`config.mk`:
```
export PLATFORM = sky130hd
export DESIGN_NAME = video_rx
export DESIGN_NICKNAME = d
export VERILOG_FILES = /design/src/rtl/video_rx.sv
export SDC_FILE = /design/constraint.sdc
export NUM_CORES = 1
export LEC_CHECK = 0
export CAP_MARGIN = 10
export CORE_MARGIN = 1
export CORE_UTILIZATION = 60
export CTS_CLUSTER_DIAMETER = 150
export DETAILED_ROUTE_END_ITERATION = 10
export PLACE_DENSITY = 0.77
export SKIP_LAST_GASP = 1
export SYNTH_ARGS = -nofsm -noshare
export SYNTH_HDL_FRONTEND = slang
export SYNTH_SLANG_ARGS = --single-unit
```
`constraint.sdc`:
```
create_clock -name clk -period 2.6 [get_ports clk]
set_input_delay 0.78 -clock clk [delete_from_list [all_inputs] [get_ports clk]]
set_output_delay 0.78 -clock clk [all_outputs]
set_load 0.05 [all_outputs]
```
`src/rtl/video_rx.sv`:
```
`default_nettype none
// +----------------------------------------------------------------------+
// | video_rx : serial video RAM receiver feeding a 16x16 pixel buffer.   |
// | Option   : VIDEO_RX_DOUBLE_BUFFER_EN selects front/back buffering.   |
// | Revision : 1.0                                                       |
// +----------------------------------------------------------------------+
module video_rx #(
  parameter int SYNC_STAGES = 2
) (
  input  logic        clk,
  input  logic        rst_n,
  input  logic        video_clk,
  input  logic        video_out,
  input  logic        video_sync,
  input  logic [3:0]  rd_addr,
  output logic [15:0] rd_data,
  output logic        frame_done,
  output logic        frame_error,
  output logic        locked
);

  typedef enum logic [1:0] {
    ST_SEEK = 2'd0,
    ST_GAP  = 2'd1,
    ST_RECV = 2'd2,
    ST_WRAP = 2'd3
  } state_e;

  logic [SYNC_STAGES-1:0] vclk_sync_q;
  logic [SYNC_STAGES-1:0] vout_sync_q;
  logic [SYNC_STAGES-1:0] vsync_sync_q;
  logic                   vclk_prev_q;

  logic strobe;
  logic pix_s;
  logic sync_s;

  state_e      state_q;
  logic [7:0]  idx_q;
  logic [15:0] row_q;
  logic [15:0] row_d;
  logic        locked_q;
  logic        done_set_q;
  logic        err_set_q;
  logic        frame_done_q;
  logic        frame_error_q;
  logic [15:0] rd_data_q;
  logic [15:0] rd_data_d;

  logic       capture;
  logic       wr_en;
  logic [3:0] wr_row;
  logic       commit;
  logic       frame_bad;

  // Clock chain resets high so a video_clk already high at reset release
  // does not look like a fresh rising edge.
  always_ff @(posedge clk or negedge rst_n) begin
    if (!rst_n) begin
      vclk_sync_q  <= '1;
      vout_sync_q  <= '0;
      vsync_sync_q <= '0;
      vclk_prev_q  <= 1'b1;
    end else begin
      vclk_sync_q  <= {vclk_sync_q[SYNC_STAGES-2:0], video_clk};
      vout_sync_q  <= {vout_sync_q[SYNC_STAGES-2:0], video_out};
      vsync_sync_q <= {vsync_sync_q[SYNC_STAGES-2:0], video_sync};
      vclk_prev_q  <= vclk_sync_q[SYNC_STAGES-1];
    end
  end

  assign strobe = vclk_sync_q[SYNC_STAGES-1] & ~vclk_prev_q;
  assign pix_s  = vout_sync_q[SYNC_STAGES-1];
  assign sync_s = vsync_sync_q[SYNC_STAGES-1];

  always_comb begin
    row_d                = row_q;
    row_d[idx_q[3:0]]    = pix_s;
  end

  // A sync before the last pixel aborts the frame without capturing.
  assign capture   = strobe && (state_q == ST_RECV) && (!sync_s || (idx_q == 8'hFF));
  assign wr_en     = capture && (idx_q[3:0] == 4'hF);
  assign wr_row    = idx_q[7:4];
  assign commit    = capture && sync_s;
  assign frame_bad = strobe && (((state_q == ST_RECV) && sync_s && (idx_q != 8'hFF)) ||
                                (state_q == ST_WRAP));

  always_ff @(posedge clk or negedge rst_n) begin
    if (!rst_n) begin
      state_q       <= ST_SEEK;
      idx_q         <= '0;
      row_q         <= '0;
      locked_q      <= 1'b0;
      done_set_q    <= 1'b0;
      err_set_q     <= 1'b0;
      frame_done_q  <= 1'b0;
      frame_error_q <= 1'b0;
    end else begin
      done_set_q    <= commit;
      err_set_q     <= frame_bad;
      frame_done_q  <= done_set_q;
      frame_error_q <= err_set_q;
      if (capture) begin
        row_q <= row_d;
      end
      if (strobe) begin
        case (state_q)
          ST_SEEK: begin
            if (sync_s) begin
              state_q  <= ST_GAP;
              locked_q <= 1'b1;
            end
          end
          ST_GAP: begin
            state_q <= ST_RECV;
            idx_q   <= '0;
          end
          ST_RECV: begin
            if (sync_s) begin
              state_q <= ST_GAP;
            end else if (idx_q == 8'hFF) begin
              state_q  <= ST_WRAP;
              locked_q <= 1'b0;
            end else begin
              idx_q <= idx_q + 8'd1;
            end
          end
          ST_WRAP: begin
            state_q  <= sync_s ? ST_GAP : ST_SEEK;
            locked_q <= sync_s;
          end
          default: begin
            state_q  <= ST_SEEK;
            locked_q <= 1'b0;
          end
        endcase
      end
    end
  end

`ifdef VIDEO_RX_DOUBLE_BUFFER_EN
  logic [15:0] buf0_q [16];
  logic [15:0] buf1_q [16];
  logic        sel_q;
  logic        sel_d;

  // sel_q = 0: buf0 is displayed, buf1 collects the incoming frame.
  assign sel_d = sel_q ^ commit;

  always_comb begin
    rd_data_d = sel_d ? buf1_q[rd_addr] : buf0_q[rd_addr];
    if (commit && (wr_row == rd_addr)) begin
      rd_data_d = row_d;
    end
  end

  always_ff @(posedge clk or negedge rst_n) begin
    if (!rst_n) begin
      buf0_q    <= '{default: '0};
      buf1_q    <= '{default: '0};
      sel_q     <= 1'b0;
      rd_data_q <= '0;
    end else begin
      if (wr_en && sel_q) begin
        buf0_q[wr_row] <= row_d;
      end
      if (wr_en && !sel_q) begin
        buf1_q[wr_row] <= row_d;
      end
      sel_q     <= sel_d;
      rd_data_q <= rd_data_d;
    end
  end
`else
  logic [15:0] buf_q [16];

  always_comb begin
    rd_data_d = buf_q[rd_addr];
    if (wr_en && (wr_row == rd_addr)) begin
      rd_data_d = row_d;
    end
  end

  always_ff @(posedge clk or negedge rst_n) begin
    if (!rst_n) begin
      buf_q     <= '{default: '0};
      rd_data_q <= '0;
    end else begin
      if (wr_en) begin
        buf_q[wr_row] <= row_d;
      end
      rd_data_q <= rd_data_d;
    end
  end
`endif

  assign rd_data     = rd_data_q;
  assign frame_done  = frame_done_q;
  assign frame_error = frame_error_q;
  assign locked      = locked_q;

endmodule
`default_nettype wire
```
==> results of run 1 <==
kinds of logic after synthesis:
family / Yosys count / share of synthesized area
compound gates: 50 / 0.02683
flops: 310 / 0.5474
buf+inv: 77 / 0.02753
simple gates: 105 / 0.03971
mux: 374 / 0.3525
fa+ha+maj: 4 / 0.003530
xor+xnor: 4 / 0.002471
metrics by stage:
stage,hold WS (ns),utilization
global route,0.2007,0.6995
global placement,0.3327,0.6530
finish,0.1870,0.6995
detailed placement,0.3355,0.6530
CTS,0.1861,0.6995
floorplan,0.3312,-
state kept, by name, indices dropped and copies added, names as in the netlist:
| register | cells |
|---|---|
| state_q | 2 |
| vout_sync_q | 2 |
| done_set_q | 1 |
| vsync_sync_q | 2 |
| frame_done | 1 |
| idx_q | 8 |
| locked | 1 |
| buf_q | 256 |
| rd_data | 16 |
| vclk_sync_q | 2 |
| vclk_prev_q | 1 |
| row_q | 16 |
| err_set_q | 1 |
| frame_error | 1 |
report_power, final:
group / switching (mW) / leakage [nW] / total (mW) / internal [mW]
clock network: 1.83 / 0.527 / 4.59 / 2.76
registers: 0.0530 / 4.30 / 4.92 / 4.87
logic: 0.425 / 2.87 / 0.622 / 0.197
total: 2.31 / 7.70 / 10.1 / 7.83
worst min path at each step:
stage	cells past startpoint	slack, ns	end
CTS	1	0.19	buf_q[239]$_DFFE_PN0P_
detailed placement	0	0.34	vout_sync_q[1]$_DFF_PN0_
global placement	0	0.33	vsync_sync_q[1]$_DFF_PN0_
floorplan	0	0.33	frame_done$_DFF_PN0_
finish	1	0.19	buf_q[239]$_DFFE_PN0P_
global route	1	0.20	buf_q[191]$_DFFE_PN0P_
per-layer routing:
metal,global-route usage,vias to the layer above,share of wire
li1,-,3454,-
met1,0.3650,4408,0.41
met2,0.4770,201,0.50
met3,0.04750,89,0.043
met4,0.1279,0,0.041
met5,0,-,0
area by class of cell:
cell class	count	share of cell area
well taps	313	0.02443
clock buffers	53	0.06572
multi-input cells	537	0.3760
repair buffers	66	0.04746
clock inverters	2	0.0008586
flip-flops and latches	310	0.4842
inverters	6	0.001405
synth_stat cells, drive strengths merged (3+ instances only):
library cell  instances
mux2                303
buf                  40
nand2                43
dfstp                 3
nand4                 3
o21ai                 4
clkbuf               31
xnor2                 4
a22oi                33
nand3                11
inv                   6
nand2b                8
dfrtp               307
nand3b                4
a211oi                5
mux4                 64
mux2i                 7
ha                    4
or2                   5
nor2b                 5
nor2                 16
==> results.py, run 1 <==
metrics = {
    "sta": {
        "finalSetupViolCount": 0,
        "hold_viol_final": 0,
        "drv_slew": 0,
        "slew_headroom": 0.5758,
        "period_share": 0.9655,
        "fmax_mhz": 398.3,
        "finalSetupTns_ns": 0,
        "clock_skew_ns": 0.01091,
        "period_minus_slack_ns": 2.510,
        "rsz0062_at_grt": "false",
        "setup_slack_ns": 0.08959,
        "worst_pin_slew_ns": 0.6347,
    },
    "synthesis": {
        "syn_area_um2": 14180,
        "synth_nets": 937,
        "synth_area_per_cell_um2": 15.34,
        "ys_seq_area_frac": 0.5474,
        "synth-seq-cells": 310,
        "syn_inst": 924,
        "synth_enable_flop_cells": 0,
        "synth.top_cells.by_area": "dfrtp_1, mux2_2, mux4_2",
        "ys_async_sr_fraction": 1.000,
        "yosysTopAreaCellShare": 0.5418,
        "ys_types": 47,
        "synth-main-ff-cell": "dfrtp_1",
        "ys.warnings.count": 0,
        "yosysTopAreaCell": "dfrtp_1",
    },
    "layout": {
        "area_delta_synth_final_pct": 13.06,
        "drive_gt1_frac": 0.4897,
        "fillers": 1531,
        "nets": 968,
        "layout_commonest_cell": "dfrtp_1",
        "final_cell_mix": "dfrtp_1, mux2_2, mux4_2, nand2_1, clkbuf_16",
        "n_antenna_cell": 0,
        "regArea_um2": 7761,
        "final_cells": 1287,
        "fin_area_um2": 16030,
        "multi_input_area_um2": 6027,
    },
    "die": {
        "die-area_um2": 24250,
        "chipWidth_um": 155.7,
        "start_util": 0.6187,
        "core-area_um2": 22920,
        "pin_count": 28,
        "rows": 55,
        "die_y_um": 155.7,
    },
    "place": {
        "place_hpwl_um": 19860,
        "post-place-ws_ns": -0.1545,
        "dpl.cell_count": 1232,
        "dpl_cell_area_um2": 14960,
        "portBuffers": 27,
        "routabilityCongestion": 0.7724,
    },
    "setup_path": {
        "required_ns": 1.82,
        "r2r-end": "buf_q[218]$_DFFE_PN0P_",
        "worstPathBufferInverterCount": 1,
        "cp.arrival_ns": 1.73,
        "cp-end-kind": "output pin",
        "r2r_setup_slack_ns": 0.26,
        "crit_path_end": "locked",
        "crit_cells": 1,
        "crit_chain": "clkdlybuf4s50_1",
        "crit_path_max_fanout": 4,
        "rr_worst_depth": 5,
        "crit_start": "locked$_DFFE_PN0P_",
        "startpoint_type": "flip-flop",
        "worstSetupPathType": "reg -> out",
        "slowest_delay_ns": 0.83,
        "slowest_stage": "clkdlybuf4s50_1",
        "r2r-start": "vclk_sync_q[1]$_DFF_PN1_",
        "cpLargestDelayFamily": "buffers and inverters",
    },
    "clocking": {
        "max-clock-path-buffers": 3,
        "cts_root_buf": "clkbuf_16",
        "numCtsBuffers": 34,
        "cts_tree": "done",
        "clk_pin_slew_worst_paths_ns": 0.06,
        "insertion_delay_ns": 0.51,
        "postCtsSetupBuffers": 0,
        "htree_levels": 2,
        "cts_resized": 0,
        "cts_hold_buf": 0,
        "cts.sinks": 310,
    },
    "job": {
        "maxCapViolations": 0,
    },
    "worst_hold_path": {
        "hold_path.class": "in -> async",
    },
    "outcome": {
        "outcome": "finished, final reports clean",
    },
    "grt": {
        "first_global_vias": 9051,
        "grt_first_pass_wirelength_um": 51180,
        "track_usage": 0.2839,
        "gr-total-overflow": 0,
        "antenna_found_initial": 0,
        "grt_max_degree": 84,
    },
    "detailed_routing": {
        "first_pass_iters": 5,
        "wirelength_um": 32130,
        "vias": 8152,
        "ant_nets": 0,
        "vias_per_cell": 6.334,
        "drc": 0,
        "wl_per_cell_um": 24.96,
        "first_iter_violations": 453,
    },
    "pwr": {
        "p_per_area_nw_per_um2": 632.5,
        "p_leak_nw": 7.698,
        "power_mw": 10.14,
        "irDropWorstVdd_mv": 0.5849,
    },
}
Power figures use the tool's default switching activity.
==> inputs of run 2 (changes only) <==
--- a/config.mk
+++ b/config.mk
@@ -10,7 +10,7 @@
 export CORE_UTILIZATION = 60
 export CTS_CLUSTER_DIAMETER = 150
 export DETAILED_ROUTE_END_ITERATION = 10
-export PLACE_DENSITY = 0.77
+export PLACE_DENSITY_LB_ADDON = 0.1
 export SKIP_LAST_GASP = 1
 export SYNTH_ARGS = -nofsm -noshare
 export SYNTH_HDL_FRONTEND = slang
==> run 2 against run 1 <==
- clock skew is 0.013 ns higher
- utilization rose by 0.75 points
- clock power rose by 4.6%
- routed wire length grew 0.94%
- sequential power barely moved
- worst setup slack worse by 0.0098 ns
- sequential cell count unchanged
- register-to-register slack about the same
- design area up 1.1%
- via count decreased by 0.86%
- largest cell class unchanged
==> results.py, run 2 (same netlist as run 1, synthesis figures left out) <==
metrics = {
    "outcome": {
        "outcome": "finished, final reports clean",
    },
    "pwr": {
        "irDropWorstVdd_mv": 0.6165,
        "swShare": 0.2283,
        "power.share.clock": 0.463,
        "intPower_mw": 8.011,
        "p_leak_nw": 7.787,
        "switchingPower_mw": 2.370,
        "p_comb_frac": 0.063,
        "p_per_area_nw_per_um2": 640.7,
        "power.share.sequential": 0.474,
    },
    "clocking": {
        "cts_resized": 0,
        "cts_tree": "done",
        "insertion_delay_ns": 0.52,
        "postCtsSetupBuffers": 0,
        "cts.sinks": 310,
        "numCtsBuffers": 34,
        "cts_root_buf": "clkbuf_16",
        "cts_hold_buf": 0,
        "htree_levels": 2,
        "max-clock-path-buffers": 3,
        "clk_pin_slew_worst_paths_ns": 0.06,
    },
    "sta": {
        "drv_slew": 0,
        "finalSetupViolCount": 0,
        "worst_pin_slew_ns": 0.5956,
        "period_minus_slack_ns": 2.520,
        "hold_viol_final": 0,
        "period_share": 0.9693,
        "whs_ns": 0.2172,
        "clock_skew_ns": 0.02348,
        "fmax_mhz": 396.8,
        "rsz0062_at_grt": "false",
        "slew_headroom": 0.6020,
    },
    "setup_path": {
        "slowest_stage": "clkdlybuf4s50_1",
        "required_ns": 1.82,
        "cp-end-kind": "output pin",
        "worstPathBufferInverterCount": 1,
        "crit_chain": "clkdlybuf4s50_1",
        "crit_path_max_fanout": 4,
        "slowest_delay_ns": 0.82,
        "worstSetupPathType": "reg -> out",
        "startpoint_type": "flip-flop",
        "cpLargestDelayFamily": "buffers and inverters",
        "cp.arrival_ns": 1.74,
    },
    "detailed_routing": {
        "vias_per_cell": 6.241,
        "drc": 0,
        "vias": 8082,
        "first_pass_iters": 5,
        "wirelength_um": 32430,
        "ant_nets": 0,
        "first_iter_violations": 375,
        "wl_per_cell_um": 25.04,
    },
    "die": {
        "core-area_um2": 22920,
        "die_y_um": 155.7,
        "pin_count": 28,
        "rows": 55,
        "start_util": 0.6187,
        "chipWidth_um": 155.7,
        "die-area_um2": 24250,
    },
    "grt": {
        "track_usage": 0.2893,
        "grt_first_pass_wirelength_um": 52080,
        "antenna_found_initial": 0,
        "gr-total-overflow": 0,
        "first_global_vias": 8828,
        "grt_max_degree": 61,
    },
    "layout": {
        "final_cells": 1295,
        "multi_input_area_um2": 6027,
        "area_delta_synth_final_pct": 14.28,
        "drive_gt1_frac": 0.4980,
        "nets": 974,
        "regArea_um2": 7761,
        "n_antenna_cell": 0,
        "final_cell_mix": "dfrtp_1, mux2_2, mux4_2, nand2_1, clkbuf_16",
        "largest_reg_flops": 256,
        "layout_commonest_cell": "dfrtp_1",
        "fillers": 1503,
        "regMostFlops": "buf_q",
    },
    "place": {
        "routabilityCongestion": 0.8021,
        "portBuffers": 27,
        "dpl.cell_count": 1238,
        "place_hpwl_um": 20430,
    },
    "worst_hold_path": {
        "hold_path.class": "in -> async",
    },
    "job": {
        "maxCapViolations": 0,
    },
}
## run 2: cell count changes in the layout (fill, tap and decap cells not counted)
cell       change
buf_12         +5
clkinv_2       +5
clkbuf_1       -4
clkbuf_16      +2
clkbuf_8       -2
buf_4          +1
bufinv_16      +1
inv_6          -1
inv_8          +1
## run 2: final cells by class
cell class | count | share of cell area
flip-flops and latches | 310 | 0.4790
well taps | 313 | 0.02417
multi-input cells | 537 | 0.3720
clock inverters | 8 | 0.004402
repair buffers | 72 | 0.05359
clock buffers | 49 | 0.06548
inverters | 6 | 0.001390
## run 2: worst paths after layout
path,startpoint,endpoint,slack (ns),cells past startpoint
max,locked$_DFFE_PN0P_,locked,0.08,1
min,rst_n,buf_q[128]$_DFFE_PN0P_,0.22,1
max reg2reg,vclk_sync_q[1]$_DFF_PN1_,buf_q[199]$_DFFE_PN0P_,0.25,5
min reg2reg,vout_sync_q[0]$_DFF_PN0_,vout_sync_q[1]$_DFF_PN0_,0.35,0
max in group asynchronous,rst_n,buf_q[154]$_DFFE_PN0P_,1.61,2
min in group clk,vout_sync_q[0]$_DFF_PN0_,vout_sync_q[1]$_DFF_PN0_,0.35,0
## run 2: power by group through the flow
stage	Clock [mW]	Combinational, mW	Sequential (mW)
after floorplan	0	0.351	5.00
after global placement	0	0.633	5.00
after detailed placement	0	0.660	5.00
after CTS	4.88	0.661	4.92
after global routing	5.09	0.712	4.92
final	4.80	0.659	4.92
## run 2: per-stage QoR
step / utilization / setup TNS (ns) / total power, mW / setup slack, ns / instance area [µm²]
floorplan: - / 0 / 5.349 / 0.1772 / 14180
global placement: 0.6577 / -0.7697 / 5.631 / -0.05113 / 15070
detailed placement: 0.6577 / -1.757 / 5.664 / -0.1177 / 15070
CTS: 0.7071 / 0 / 10.46 / 0.07133 / 16200
global route: 0.7071 / 0 / 10.73 / 0.03985 / 16200
finish: 0.7071 / 0 / 10.38 / 0.07983 / 16200
## run 2: metal layers
metal | vias up | routed length [µm] | track usage
li1 | 3468 | - | -
met1 | 4345 | 13840 | 0.3990
met2 | 207 | 16070 | 0.4732
met3 | 62 | 1778 | 0.05167
met4 | 0 | 737 | 0.08777
met5 | - | 0 | 0
==> inputs of run 3 (changes only) <==
==> constraint.sdc (replaced) <==
create_clock -name clk -period 2.9 [get_ports clk]
set_input_delay 0.87 -clock clk [delete_from_list [all_inputs] [get_ports clk]]
set_output_delay 0.87 -clock clk [all_outputs]
set_load 0.05 [all_outputs]
==> run 3 against run 2 <==
- clock power is 9.2% lower
- cell count did not move
- clock skew fell by 0.0013 ns
- critical path depth stayed put
- design area fell by 1.0%
- sequential power down 10%
- via count down 0.58%
- critical path type unchanged
- critical endpoint unchanged
- largest cell class unchanged
- highest routed layer unchanged
==> results.py, run 3 (same netlist as run 1, synthesis figures left out) <==
metrics = {
    "pwr": {
        "p_per_area_nw_per_um2": 583.0,
        "irDropWorstVdd_mv": 0.4977,
        "p_leak_nw": 7.733,
    },
    "layout": {
        "regMostFlops": "buf_q",
        "nets": 971,
        "fin_area_um2": 16040,
        "final_cell_mix": "dfrtp_1, mux2_2, mux4_2, nand2_1, clkbuf_16",
        "n_antenna_cell": 0,
        "regArea_um2": 7761,
        "largest_reg_flops": 256,
        "fillers": 1525,
        "drive_gt1_frac": 0.4939,
        "multi_input_area_um2": 6027,
        "final_cells": 1295,
        "area_delta_synth_final_pct": 13.10,
        "layout_commonest_cell": "dfrtp_1",
    },
    "detailed_routing": {
        "wl_per_cell_um": 24.89,
        "first_pass_iters": 4,
        "drc": 0,
        "ant_nets": 0,
        "vias": 8035,
        "first_iter_violations": 465,
        "wirelength_um": 32230,
        "vias_per_cell": 6.205,
    },
    "setup_path": {
        "worstSetupPathType": "reg -> out",
        "r2r_setup_slack_ns": 0.42,
        "slowest_delay_ns": 0.82,
        "rr_worst_depth": 6,
        "r2r-start": "idx_q[1]$_DFFE_PN0P_",
        "cp.arrival_ns": 1.71,
        "required_ns": 2.03,
        "startpoint_type": "flip-flop",
        "slowest_stage": "clkdlybuf4s50_1",
        "crit_path_max_fanout": 4,
        "cp-end-kind": "output pin",
        "r2r-end": "row_q[10]$_DFFE_PN0N_",
        "worstPathBufferInverterCount": 1,
        "crit_chain": "clkdlybuf4s50_1",
        "cpLargestDelayFamily": "buffers and inverters",
    },
    "clocking": {
        "numCtsBuffers": 34,
        "cts_tree": "done",
        "postCtsSetupBuffers": 0,
        "max-clock-path-buffers": 3,
        "clk_pin_slew_worst_paths_ns": 0.06,
        "cts_root_buf": "clkbuf_16",
        "htree_levels": 2,
        "insertion_delay_ns": 0.52,
        "cts_resized": 0,
        "cts_hold_buf": 0,
        "cts.sinks": 310,
    },
    "job": {
        "maxCapViolations": 0,
    },
    "die": {
        "core-area_um2": 22920,
        "die_y_um": 155.7,
        "start_util": 0.6187,
        "chipWidth_um": 155.7,
        "die-area_um2": 24250,
        "rows": 55,
        "pin_count": 28,
    },
    "sta": {
        "hold_viol_final": 0,
        "period_minus_slack_ns": 2.582,
        "fmax_mhz": 387.3,
        "worst_pin_slew_ns": 0.8347,
        "clock_skew_ns": 0.02220,
        "drv_slew": 0,
        "slew_headroom": 0.4435,
        "period_share": 0.8904,
        "finalSetupViolCount": 0,
        "finalSetupTns_ns": 0,
        "rsz0062_at_grt": "false",
    },
    "place": {
        "dpl_cell_area_um2": 14890,
        "place_hpwl_um": 19830,
        "dpl.cell_count": 1235,
        "routabilityCongestion": 0.7782,
        "portBuffers": 27,
    },
    "grt": {
        "grt_max_degree": 70,
        "track_usage": 0.2818,
        "grt_first_pass_wirelength_um": 50960,
        "gr-total-overflow": 0,
        "first_global_vias": 8683,
        "antenna_found_initial": 0,
    },
    "worst_hold_path": {
        "hold_path.class": "in -> async",
    },
    "outcome": {
        "outcome": "finished, final reports clean",
    },
}
run 3: cell types whose count changed in the layout (fill, tap and decap cells not counted):
| cell | delta |
|---|---|
| buf_12 | -13 |
| clkbuf_1 | +4 |
| clkbuf_8 | +1 |
| clkinv_2 | -2 |
| buf_4 | +10 |
run 3: worst max-delay path by stage:
stage	from	to	slack, ns	cells past startpoint
floorplan	rd_addr[0]	rd_data[10]$_DFF_PN0_	0.39	6
global placement	rd_addr[3]	rd_data[9]$_DFF_PN0_	0.14	6
detailed placement	rd_addr[1]	rd_data[5]$_DFF_PN0_	0.13	6
CTS	locked$_DFFE_PN0P_	locked	0.30	1
global route	idx_q[1]$_DFFE_PN0P_	row_q[10]$_DFFE_PN0N_	0.25	6
finish	locked$_DFFE_PN0P_	locked	0.32	1
run 3: layer usage:
metal  vias to the layer above  part of all wire  global-route usage
met5                         -                 0                   0
met4                         0             0.019             0.07423
met3                        50             0.038             0.03889
met2                       170              0.51              0.4698
met1                      4351              0.44              0.3933
li1                       3464                 -                   -
run 3: metrics by stage:
stage | utilization | total power, mW | hold WS [ns] | setup WS [ns]
2_1_floorplan | - | 4.795 | 0.3312 | 0.3872
3_3_place_gp | 0.6496 | 5.029 | 0.3322 | 0.1440
3_5_place_dp | 0.6496 | 5.061 | 0.3347 | 0.1327
4_1_cts | 0.6998 | 9.425 | 0.3465 | 0.3025
5_1_grt | 0.6998 | 9.633 | 0.3593 | 0.2485
6_report | 0.6998 | 9.350 | 0.3231 | 0.3180
run 3: layout make-up:
cell class,instances,area share
flip-flops and latches,310,0.4840
multi-input cells,537,0.3758
clock buffers,54,0.06796
repair buffers,69,0.04260
well taps,313,0.02442
clock inverters,6,0.003823
inverters,6,0.001404
run 3: where the power goes:
part           switching [mW]  internal [mW]
Sequential             0.0443           4.37
Combinational           0.400          0.174
Clock                    1.70           2.67
run 3: worst register-to-register path: stages, from the launching register on:
cell and delay (ns):
dfrtp_1 0.41, ha_1 0.31, nand3_2 0.18, buf_4 0.21
o21ai_0 0.23, nand2_1 0.54, mux2_2 0.49
